$ cat src/rtl/axilite_s_regs_if.sv
// AXI4-Lite link between an axilite_m master and the axilite_s_regs register block.
interface axilite_s_regs_if #(
  parameter int unsigned ADDR_W = 32
);
  logic              awvalid;
  logic              awready;
  logic [ADDR_W-1:0] awaddr;
  logic              wvalid;
  logic              wready;
  logic [31:0]       wdata;
  logic [3:0]        wstrb;
  logic              bvalid;
  logic              bready;
  logic [1:0]        bresp;
  logic              arvalid;
  logic              arready;
  logic [ADDR_W-1:0] araddr;
  logic              rvalid;
  logic              rready;
  logic [31:0]       rdata;
  logic [1:0]        rresp;

  modport slave (
    input  awvalid, awaddr, wvalid, wdata, wstrb, bready, arvalid, araddr, rready,
    output awready, wready, bvalid, bresp, arready, rvalid, rdata, rresp
  );

  modport master (
    output awvalid, awaddr, wvalid, wdata, wstrb, bready, arvalid, araddr, rready,
    input  awready, wready, bvalid, bresp, arready, rvalid, rdata, rresp
  );
endinterface

$ cat src/rtl/axilite_s_regs.sv
// AXI4-Lite register-bank slave: read-only ID at index 0, byte-strobed R/W registers above it,
// one transaction in flight, SLVERR on ID writes and out-of-range indices.
module axilite_s_regs #(
  parameter int unsigned ADDR_W   = 32,
  parameter int unsigned NUM_REGS = 16,
  parameter logic [31:0] ID_VALUE = 32'hA11E_0001
) (
  input  logic            s_axi_aclk,
  input  logic            s_axi_aresetn,
  axilite_s_regs_if.slave s_axi
);

  localparam int unsigned IDX_W  = ADDR_W - 2;
  localparam int unsigned REG_AW = (NUM_REGS > 1) ? $clog2(NUM_REGS) : 1;
  localparam logic [1:0]  OKAY   = 2'b00;
  localparam logic [1:0]  SLVERR = 2'b10;

  typedef enum logic [2:0] {IDLE, WCAP, WRESP, RACC, RDATA} state_t;

  state_t            state;
  logic              aw_got, w_got;
  logic [ADDR_W-1:0] aw_addr_q;
  logic [31:0]       w_data_q;
  logic [3:0]        w_strb_q;
  logic [31:0]       regs [NUM_REGS];

  logic              awready_q, wready_q, arready_q;
  logic              bvalid_q, rvalid_q;
  logic [1:0]        bresp_q, rresp_q;
  logic [31:0]       rdata_q;

  assign s_axi.awready = awready_q;
  assign s_axi.wready  = wready_q;
  assign s_axi.arready = arready_q;
  assign s_axi.bvalid  = bvalid_q;
  assign s_axi.bresp   = bresp_q;
  assign s_axi.rvalid  = rvalid_q;
  assign s_axi.rresp   = rresp_q;
  assign s_axi.rdata   = rdata_q;

  // Effective write payload: latched copy if already accepted, else the beat landing this edge.
  logic              aw_hs, w_hs, aw_done, w_done;
  logic [ADDR_W-1:0] eff_addr;
  logic [31:0]       eff_data;
  logic [3:0]        eff_strb;
  logic [IDX_W-1:0]  w_idx, r_idx;
  logic              w_ok, r_in_range;
  logic [31:0]       rd_val;

  assign aw_hs    = s_axi.awvalid & awready_q;
  assign w_hs     = s_axi.wvalid & wready_q;
  assign aw_done  = aw_got | aw_hs;
  assign w_done   = w_got | w_hs;
  assign eff_addr = aw_got ? aw_addr_q : s_axi.awaddr;
  assign eff_data = w_got ? w_data_q : s_axi.wdata;
  assign eff_strb = w_got ? w_strb_q : s_axi.wstrb;

  assign w_idx      = eff_addr[ADDR_W-1:2];
  assign w_ok       = (w_idx != '0) && (w_idx < IDX_W'(NUM_REGS));
  assign r_idx      = s_axi.araddr[ADDR_W-1:2];
  assign r_in_range = r_idx < IDX_W'(NUM_REGS);
  assign rd_val     = !r_in_range    ? 32'h0 :
                      (r_idx == '0)  ? ID_VALUE :
                                       regs[r_idx[REG_AW-1:0]];

  // Byte offset bits carry no meaning for word registers.
  logic unused_addr_lsbs;
  assign unused_addr_lsbs = ^{eff_addr[1:0], s_axi.araddr[1:0]};

  always_ff @(posedge s_axi_aclk or negedge s_axi_aresetn) begin
    if (!s_axi_aresetn) begin
      state     <= IDLE;
      aw_got    <= 1'b0;
      w_got     <= 1'b0;
      aw_addr_q <= '0;
      w_data_q  <= '0;
      w_strb_q  <= '0;
      awready_q <= 1'b0;
      wready_q  <= 1'b0;
      arready_q <= 1'b0;
      bvalid_q  <= 1'b0;
      bresp_q   <= OKAY;
      rvalid_q  <= 1'b0;
      rresp_q   <= OKAY;
      rdata_q   <= '0;
      for (int i = 0; i < int'(NUM_REGS); i++) regs[i] <= '0;
    end else begin
      case (state)
        IDLE: begin
          if (s_axi.awvalid || s_axi.wvalid) begin
            state     <= WCAP;
            awready_q <= 1'b1;
            wready_q  <= 1'b1;
          end else if (s_axi.arvalid) begin
            state     <= RACC;
            arready_q <= 1'b1;
          end
        end
        WCAP: begin
          if (aw_hs) begin
            aw_got    <= 1'b1;
            aw_addr_q <= s_axi.awaddr;
            awready_q <= 1'b0;
          end
          if (w_hs) begin
            w_got    <= 1'b1;
            w_data_q <= s_axi.wdata;
            w_strb_q <= s_axi.wstrb;
            wready_q <= 1'b0;
          end
          if (aw_done && w_done) begin
            awready_q <= 1'b0;
            wready_q  <= 1'b0;
            if (w_ok) begin
              for (int b = 0; b < 4; b++) begin
                if (eff_strb[b]) regs[w_idx[REG_AW-1:0]][8*b +: 8] <= eff_data[8*b +: 8];
              end
            end
            bresp_q  <= w_ok ? OKAY : SLVERR;
            bvalid_q <= 1'b1;
            state    <= WRESP;
          end
        end
        WRESP: begin
          if (s_axi.bready) begin
            bvalid_q <= 1'b0;
            aw_got   <= 1'b0;
            w_got    <= 1'b0;
            state    <= IDLE;
          end
        end
        RACC: begin
          arready_q <= 1'b0;
          rdata_q   <= rd_val;
          rresp_q   <= r_in_range ? OKAY : SLVERR;
          rvalid_q  <= 1'b1;
          state     <= RDATA;
        end
        RDATA: begin
          if (s_axi.rready) begin
            rvalid_q <= 1'b0;
            rdata_q  <= '0;
            state    <= IDLE;
          end
        end
        default: state <= IDLE;
      endcase
    end
  end

endmodule

$ cat src/flat_wrapper.sv
// flat-port wrapper written by rule: the top's interface ports become plain ports
module axilite_s_regs_flat 
#(
  parameter int unsigned ADDR_W   = 32,
  parameter int unsigned NUM_REGS = 16,
  parameter logic [31:0] ID_VALUE = 32'hA11E_0001
)
  (s_axi_aclk, s_axi_aresetn, s_axi_awvalid, s_axi_awaddr, s_axi_wvalid, s_axi_wdata, s_axi_wstrb, s_axi_bready, s_axi_arvalid, s_axi_araddr, s_axi_rready, s_axi_awready, s_axi_wready, s_axi_bvalid, s_axi_bresp, s_axi_arready, s_axi_rvalid, s_axi_rdata, s_axi_rresp);
  axilite_s_regs_if #(.ADDR_W(ADDR_W)) s_axi_i ();
  input  logic s_axi_aclk;
  input  logic s_axi_aresetn;
  input wire logic [$bits(s_axi_i.awvalid)-1:0] s_axi_awvalid;
  input wire logic [$bits(s_axi_i.awaddr)-1:0] s_axi_awaddr;
  input wire logic [$bits(s_axi_i.wvalid)-1:0] s_axi_wvalid;
  input wire logic [$bits(s_axi_i.wdata)-1:0] s_axi_wdata;
  input wire logic [$bits(s_axi_i.wstrb)-1:0] s_axi_wstrb;
  input wire logic [$bits(s_axi_i.bready)-1:0] s_axi_bready;
  input wire logic [$bits(s_axi_i.arvalid)-1:0] s_axi_arvalid;
  input wire logic [$bits(s_axi_i.araddr)-1:0] s_axi_araddr;
  input wire logic [$bits(s_axi_i.rready)-1:0] s_axi_rready;
  output wire logic [$bits(s_axi_i.awready)-1:0] s_axi_awready;
  output wire logic [$bits(s_axi_i.wready)-1:0] s_axi_wready;
  output wire logic [$bits(s_axi_i.bvalid)-1:0] s_axi_bvalid;
  output wire logic [$bits(s_axi_i.bresp)-1:0] s_axi_bresp;
  output wire logic [$bits(s_axi_i.arready)-1:0] s_axi_arready;
  output wire logic [$bits(s_axi_i.rvalid)-1:0] s_axi_rvalid;
  output wire logic [$bits(s_axi_i.rdata)-1:0] s_axi_rdata;
  output wire logic [$bits(s_axi_i.rresp)-1:0] s_axi_rresp;
  assign s_axi_i.awvalid = s_axi_awvalid;
  assign s_axi_i.awaddr = s_axi_awaddr;
  assign s_axi_i.wvalid = s_axi_wvalid;
  assign s_axi_i.wdata = s_axi_wdata;
  assign s_axi_i.wstrb = s_axi_wstrb;
  assign s_axi_i.bready = s_axi_bready;
  assign s_axi_i.arvalid = s_axi_arvalid;
  assign s_axi_i.araddr = s_axi_araddr;
  assign s_axi_i.rready = s_axi_rready;
  assign s_axi_awready = s_axi_i.awready;
  assign s_axi_wready = s_axi_i.wready;
  assign s_axi_bvalid = s_axi_i.bvalid;
  assign s_axi_bresp = s_axi_i.bresp;
  assign s_axi_arready = s_axi_i.arready;
  assign s_axi_rvalid = s_axi_i.rvalid;
  assign s_axi_rdata = s_axi_i.rdata;
  assign s_axi_rresp = s_axi_i.rresp;
  axilite_s_regs #(.ADDR_W(ADDR_W), .NUM_REGS(NUM_REGS), .ID_VALUE(ID_VALUE)) u_core (.s_axi_aclk(s_axi_aclk), .s_axi_aresetn(s_axi_aresetn), .s_axi(s_axi_i));
endmodule
$ cat config.mk
export PLATFORM = sky130hd
export DESIGN_NAME = axilite_s_regs_flat
export DESIGN_NICKNAME = d
export VERILOG_FILES = /design/src/rtl/axilite_s_regs_if.sv /design/src/rtl/axilite_s_regs.sv /design/src/flat_wrapper.sv
export SDC_FILE = /design/constraint.sdc
export NUM_CORES = 1
export LEC_CHECK = 0
export BUFFER_PORTS_ARGS = -buffer_cell sky130_fd_sc_hd__clkbuf_2
export CORE_UTILIZATION = 38
export DETAILED_ROUTE_END_ITERATION = 10
export GPL_TIMING_DRIVEN = 0
export PLACE_DENSITY = 0.55
export SLEW_MARGIN = 20
export SYNTH_ARGS = -nofsm -noshare
export SYNTH_HDL_FRONTEND = slang
export SYNTH_SLANG_ARGS = --single-unit
$ cat constraint.sdc
create_clock -name s_axi_aclk -period 3.1 [get_ports s_axi_aclk]
set_input_delay 0.465 -clock s_axi_aclk [delete_from_list [all_inputs] [get_ports s_axi_aclk]]
set_output_delay 0.465 -clock s_axi_aclk [all_outputs]
set_load 0.01 [all_outputs]
Word-level counts from Yosys, hierarchy flattened --
Cells that the tools add are included.
Storage, ports and cells: bits in latches 0, output and inout port bits 41, memory bits (writable) 0, bits in registers 626, input port bits 107, word-level logic and storage cells 141, memories kept 0, bits in read-only memories 0
Cells by class: $lt $le $gt $ge 5, divide/modulo/power cells 0, shift operators 0, reduce and logical (&&, ||, !) cells 23, bitwise gates (word level) 6, multipliers 0, equal/unequal tests 15, add/subtract/negate cells 0, mux-type cells 62
Operators by type and width (number):
- two-way mux 512 bit | 13
- bitwise mux 512 bit | 4
- demux 32 bit (select 4 bit) | 4
- two-way mux 32 bit | 8
- binary-select mux 32 bit (select 4 bit) | 1
- case mux 32 bit (2 select lines) | 1
- < comparator 30 x 5 -> 1 bit, second input constant | 2
- logical NOT 30 bit | 1
- nonzero test 30 bit | 1
- two-way mux 24 bit | 1
- AND reduction 3 bit | 7
- two-way mux 16 bit | 1
- two-way mux 3 bit | 5
- case mux 3 bit (5 select lines) | 1
- case mux 1 bit (2 select lines) | 7
- two-way mux 1 bit | 12
- greater-or-equal comparator 5 bit, second input constant | 2
- inverter 4 -> 5 bit | 2
- two-way mux 8 bit | 1
- inequality test 2 x 1 -> 1 bit, second input constant | 4
- inequality test 2 bit, second input constant | 4
- AND reduction 2 bit | 4
- nonzero test 2 bit | 4
- == test 3 x 2 -> 1 bit, second input constant | 2
- 13 further kinds | 19

Longest topological paths before layout --
word-level depth 23, mapped depth 9, depth with buffers taken out 5

Worst setup path after synthesis --
No wires, ideal clock.
path type input to register, start point input s_axi_awaddr[19], end point register u_core.regs[408] (netlist bit), required time 2.972 ns, buffers on the path 1, stages 6, library setup time 0.128 ns, data arrival time 2.264 ns, slack 0.709 ns, cells stage by stage nor4_1 nand4_2 a211oi_4 buf_6 nand3_4 mux2_1
On the way: longest elaborated chain between the ends 4, elaborated cells on any way between the ends 5, those cells by class 1 x order compare; 1 x mux; 3 x reduce/logical
Ends and longest elaborated chain:
- start: declaration | line flat_wrapper.sv:13 | input wire logic [$bits(s_axi_i.awaddr)-1:0] s_axi_awaddr;
- two-way mux 32 bit * | line axilite_s_regs.sv:54 | assign eff_addr = aw_got ? aw_addr_q : s_axi.awaddr;
- < comparator 30 x 5 -> 1 bit / nonzero test 30 bit (equally long branches) | line axilite_s_regs.sv:59 | assign w_ok = (w_idx != '0) && (w_idx < IDX_W'(NUM_REGS));
- logical AND 1 bit * | line axilite_s_regs.sv:59
- AND reduction 3 bit (no line) *
- end signal: indexed assignment | line axilite_s_regs.sv:116 | if (eff_strb[b]) regs[w_idx[REG_AW-1:0]][8*b +: 8] <= eff_data[8*b +: 8];
- end: declaration | line axilite_s_regs.sv:25 | logic [31:0] regs [NUM_REGS];
Mark *: on every way between the ends. The rest lies on a longest branch, timed or not. A chain may end at the register's enable or synchronous reset.

Worst setup path in the final report --
start point register u_core.aw_got, end point register u_core.regs[142] (netlist bit)
On the way: longest elaborated chain between the ends 20, elaborated cells on any way between the ends 33, those cells by class 3 x order compare; 23 x mux; 2 x bitwise; 5 x reduce/logical
Ends and longest elaborated chain:
- start: declaration | line axilite_s_regs.sv:21 | logic aw_got, w_got;
- start signal: assignment | line axilite_s_regs.sv:73 | aw_got <= 1'b0;
- start signal: assignment | line axilite_s_regs.sv:101 | aw_got <= 1'b1;
- start signal: assignment | line axilite_s_regs.sv:127 | aw_got <= 1'b0;
- branches (longest 20 deep; another with greater-or-equal comparator 5 bit)
Several ways; the timed one is not identified. The select of a mux whose other input is x is not followed.

==> results.sh <==
export IMPL_core_region_area_um2=73100
export IMPL_period_share_pct=98.3
export IMPL_fin_skew_ps=20.4
export IMPL_layout_common_cells="dfrtp_1 (614), mux2_2 (309), mux2_1 (267)"
export IMPL_synth_edff_count=0
export IMPL_wl_per_cell_um=24.6
export IMPL_cts_tree="done"
export IMPL_critPathRequiredTime_ps=3580
export IMPL_internal_power_w=0.0146
export IMPL_p_clk_share_pct=39.1
export IMPL_cpPeakStageDelay_ps=710
export IMPL_grt_max_degree=93
export IMPL_synthFlopType="dfrtp_1"
export IMPL_worstSkewPairLatency_ps=600
export IMPL_max_freq_ghz=0.328
export IMPL_async_reset_ff_share_pct=100
export IMPL_r2r_start="u_core.aw_got$_DFFE_PN0P_"
export IMPL_violations="design-rule violations"
export IMPL_status="complete, but fails checks"
export IMPL_drtIter0Drc=873
export IMPL_worst_path_most_repeated_cell="buf_2"
export IMPL_io_pins=148
export IMPL_synth_cell_types=48
export IMPL_synth_top_area_share_pct=54.6
export IMPL_slowest_stage="nor2_1"
export IMPL_startpoint="u_core.aw_got$_DFFE_PN0P_"
export IMPL_synth_seq_cells=614
export IMPL_netSwitchingFraction_pct=28.8
export IMPL_die_h_um=274
export IMPL_r2r_slack_ps=50
export IMPL_hold_viol=0
export IMPL_n_antenna_cell=0
export IMPL_slew_limit_headroom_pct=25.0
export IMPL_dp_slack_ps=-560
export IMPL_cap_viol_max_count=0
export IMPL_port_buffers=138
export IMPL_clock_tree_buffer_depth=3
export IMPL_path_clk_slew_ps=60
export IMPL_grt_use_total_pct=20.3
export IMPL_gr_total_overflow=0
export IMPL_vdd_ir_drop_max_mv=0.460
export IMPL_row_count=99
export IMPL_synth_warning_count=0
export IMPL_pwr_share_seq_pct=43.0
export IMPL_avgSynthCellArea_um2=15.8
export IMPL_grt_pass1_vias=17600
export IMPL_critical_path_buf_inv_count=2
export IMPL_initial_utilization_pct=38.5
export IMPL_critical_path_cell_chain="buf_2 > buf_2 > a32oi_1 > nor2_1 > nand3_2 > mux2_2"
export IMPL_final_common_cell="dfrtp_1"
export IMPL_die_x_um=274
export IMPL_vias=16300
export IMPL_grt_pass1_wl_mm=113
export IMPL_tightest_slew_ps=1130
export IMPL_power_frac_comb_pct=17.8
export IMPL_cp_arrival_ps=3520
export IMPL_dr_pass1_iters=8
export IMPL_finalSetupViolCount=0
export IMPL_min_path_type="in2reg"
export IMPL_antenna_found_initial=2
export IMPL_cts_made_buffers=69
export IMPL_finalMaxSlewViolations=0
export IMPL_synthCells=1786
export IMPL_drc=2
export IMPL_synth_area_um2=28200
export IMPL_vias_per_cell=5.42
export IMPL_drive_above_1_share_pct=39.6
export IMPL_dp_cells=2893
export IMPL_cts_htree_levels=3
export IMPL_worstRegToRegCells=6
export IMPL_path_max_fanout=10
export IMPL_fin_cells=3006
export IMPL_dieArea_um2=75200
export IMPL_cp_endpoint="u_core.regs[142]$_DFFE_PN0P_"
export IMPL_setup_slack_ps=53.3
export IMPL_dp_hpwl_mm=50.9
export IMPL_gp_congestion=0.806
export IMPL_power_switching_w=0.00591
export IMPL_synth_largest_area_cell="dfrtp_1"
export IMPL_synth_seq_area_share_pct=54.6
export IMPL_synthTopCellsByArea="dfrtp_1 (55%), mux2_2 (12%), mux4_2 (12%)"
export IMPL_crit_path_start_kind="flip-flop"
export IMPL_r2r_end="u_core.regs[142]$_DFFE_PN0P_"
export IMPL_nNetsFinal=2114
export IMPL_antenna_left=0
export IMPL_criticalPathCategory="reg2reg"
export IMPL_cpLargestDelayFamily="simple AND/OR/NAND/NOR gates"
export IMPL_period_needed_ps=3050
export IMPL_power_density_nw_per_um2=630
export IMPL_cts_root_buf="clkbuf_16"
export IMPL_wl_mm=74.1
export IMPL_cts_sinks=614
export IMPL_p_leak_nw=15.4
export IMPL_path_depth=6
export IMPL_area_delta_synth_final_pct=15.7
export IMPL_post_cts_buffers=0
export IMPL_crit_path_end_kind="flip-flop"
-- metal layers --
layer	vias up	GRT usage (%)	wire length, um
met5	-	0	15
met2	321	33.0	35700
met1	8747	28.1	33800
met3	108	3.14	2870
li1	7119	-	-
met4	2	6.21	1650
-- timing repair --
action                     CTS  global route
setup endpoints to repair  136           142
hold buffers                 1             0
hold endpoints to repair    88             0
resized for setup            4            11
cloned                       0             1
-- through the flow --
stage	instance area, um2	setup TNS (ps)	hold WS [ps]	total power (W)	util (%)
2_1_floorplan	28200	0	169	0.0111	-
3_3_place_gp	30100	-7741510	435	0.0125	41.1
3_5_place_dp	30300	-10130	446	0.0126	41.4
4_1_cts	32500	0	53.6	0.0208	44.5
5_1_grt	32600	-1.86	93.1	0.0214	44.6
6_report	32600	0	97.7	0.0205	44.6
-- synthesized netlist by cell type, types with 9 or more instances --
| cell type | instances |
|---|---|
| buf_1 | 13 |
| clkbuf_1 | 88 |
| a22oi_1 | 9 |
| mux2i_1 | 20 |
| nor4_1 | 11 |
| buf_2 | 15 |
| mux4_2 | 144 |
| mux2_2 | 309 |
| dfrtp_1 | 614 |
| o21ai_0 | 33 |
| nor2_1 | 38 |
| nand3_4 | 40 |
| a21oi_1 | 16 |
| nand3_2 | 20 |
| nand2_1 | 37 |
| mux2_1 | 267 |
| inv_1 | 30 |
-- cell families (layout without fill, tap and decap cells) --
group / count (synthesis) / in the layout / share of synthesized area, %
mux: 740 / 740 / 35.3
flops: 614 / 614 / 54.6
simple gates: 175 / 175 / 5.27
buf+inv: 159 / 419 / 2.47
compound gates: 97 / 97 / 2.41
other cells: 1 / 2 / 0.0133
-- how the worst min path moves through the flow --
stage | cells past startpoint | slack [ps] | startpoint | endpoint
6_report | 2 | 100 | s_axi_rready | u_core.state[2]$_DFFE_PN0P_
5_1_grt | 2 | 90 | s_axi_bready | u_core.w_got$_DFFE_PN0P_
4_1_cts | 2 | 50 | s_axi_rready | u_core.state[2]$_DFFE_PN0P_
3_5_place_dp | 1 | 450 | u_core.regs[508]$_DFFE_PN0P_ | u_core.regs[508]$_DFFE_PN0P_
3_3_place_gp | 1 | 440 | u_core.regs[495]$_DFFE_PN0P_ | u_core.regs[495]$_DFFE_PN0P_
2_1_floorplan | 0 | 170 | s_axi_aresetn | u_core.aw_addr_q[10]$_DFFE_PN0P_
-- registers in the layout, indices dropped and copies added, names as in the netlist --
name / count
u_core.w_got: 1
u_core.s_axi.bvalid: 1
u_core.s_axi.rdata: 32
u_core.state: 3
u_core.aw_addr_q: 30
u_core.s_axi.rvalid: 1
u_core.aw_got: 1
u_core.s_axi.rresp: 1
u_core.regs: 504
u_core.s_axi.awready: 1
u_core.s_axi.arready: 1
u_core.w_strb_q: 4
u_core.s_axi.wready: 1
u_core.s_axi.bresp: 1
u_core.w_data_q: 32
-- power groups by stage --
stage	Clock (W)	Combinational [W]	Sequential [W]
global route	0.00857	0.00399	0.00888
detailed placement	0	0.00368	0.00896
floorplan	0	0.00226	0.00888
CTS	0.00827	0.00371	0.00882
global placement	0	0.00353	0.00895
finish	0.00803	0.00366	0.00882
-- final cells by class --
| type | count | area [um2] |
|---|---|---|
| fill | 6551 | 40500 |
| sequential | 614 | 15400 |
| multi-input combinational | 1014 | 12100 |
| clock buffer | 104 | 2080 |
| tap | 959 | 1200 |
| timing repair buffer | 149 | 960 |
| buffer | 129 | 604 |
| inverter | 30 | 113 |
| clock inverter | 7 | 110 |
Power figures use the tool's default switching activity.
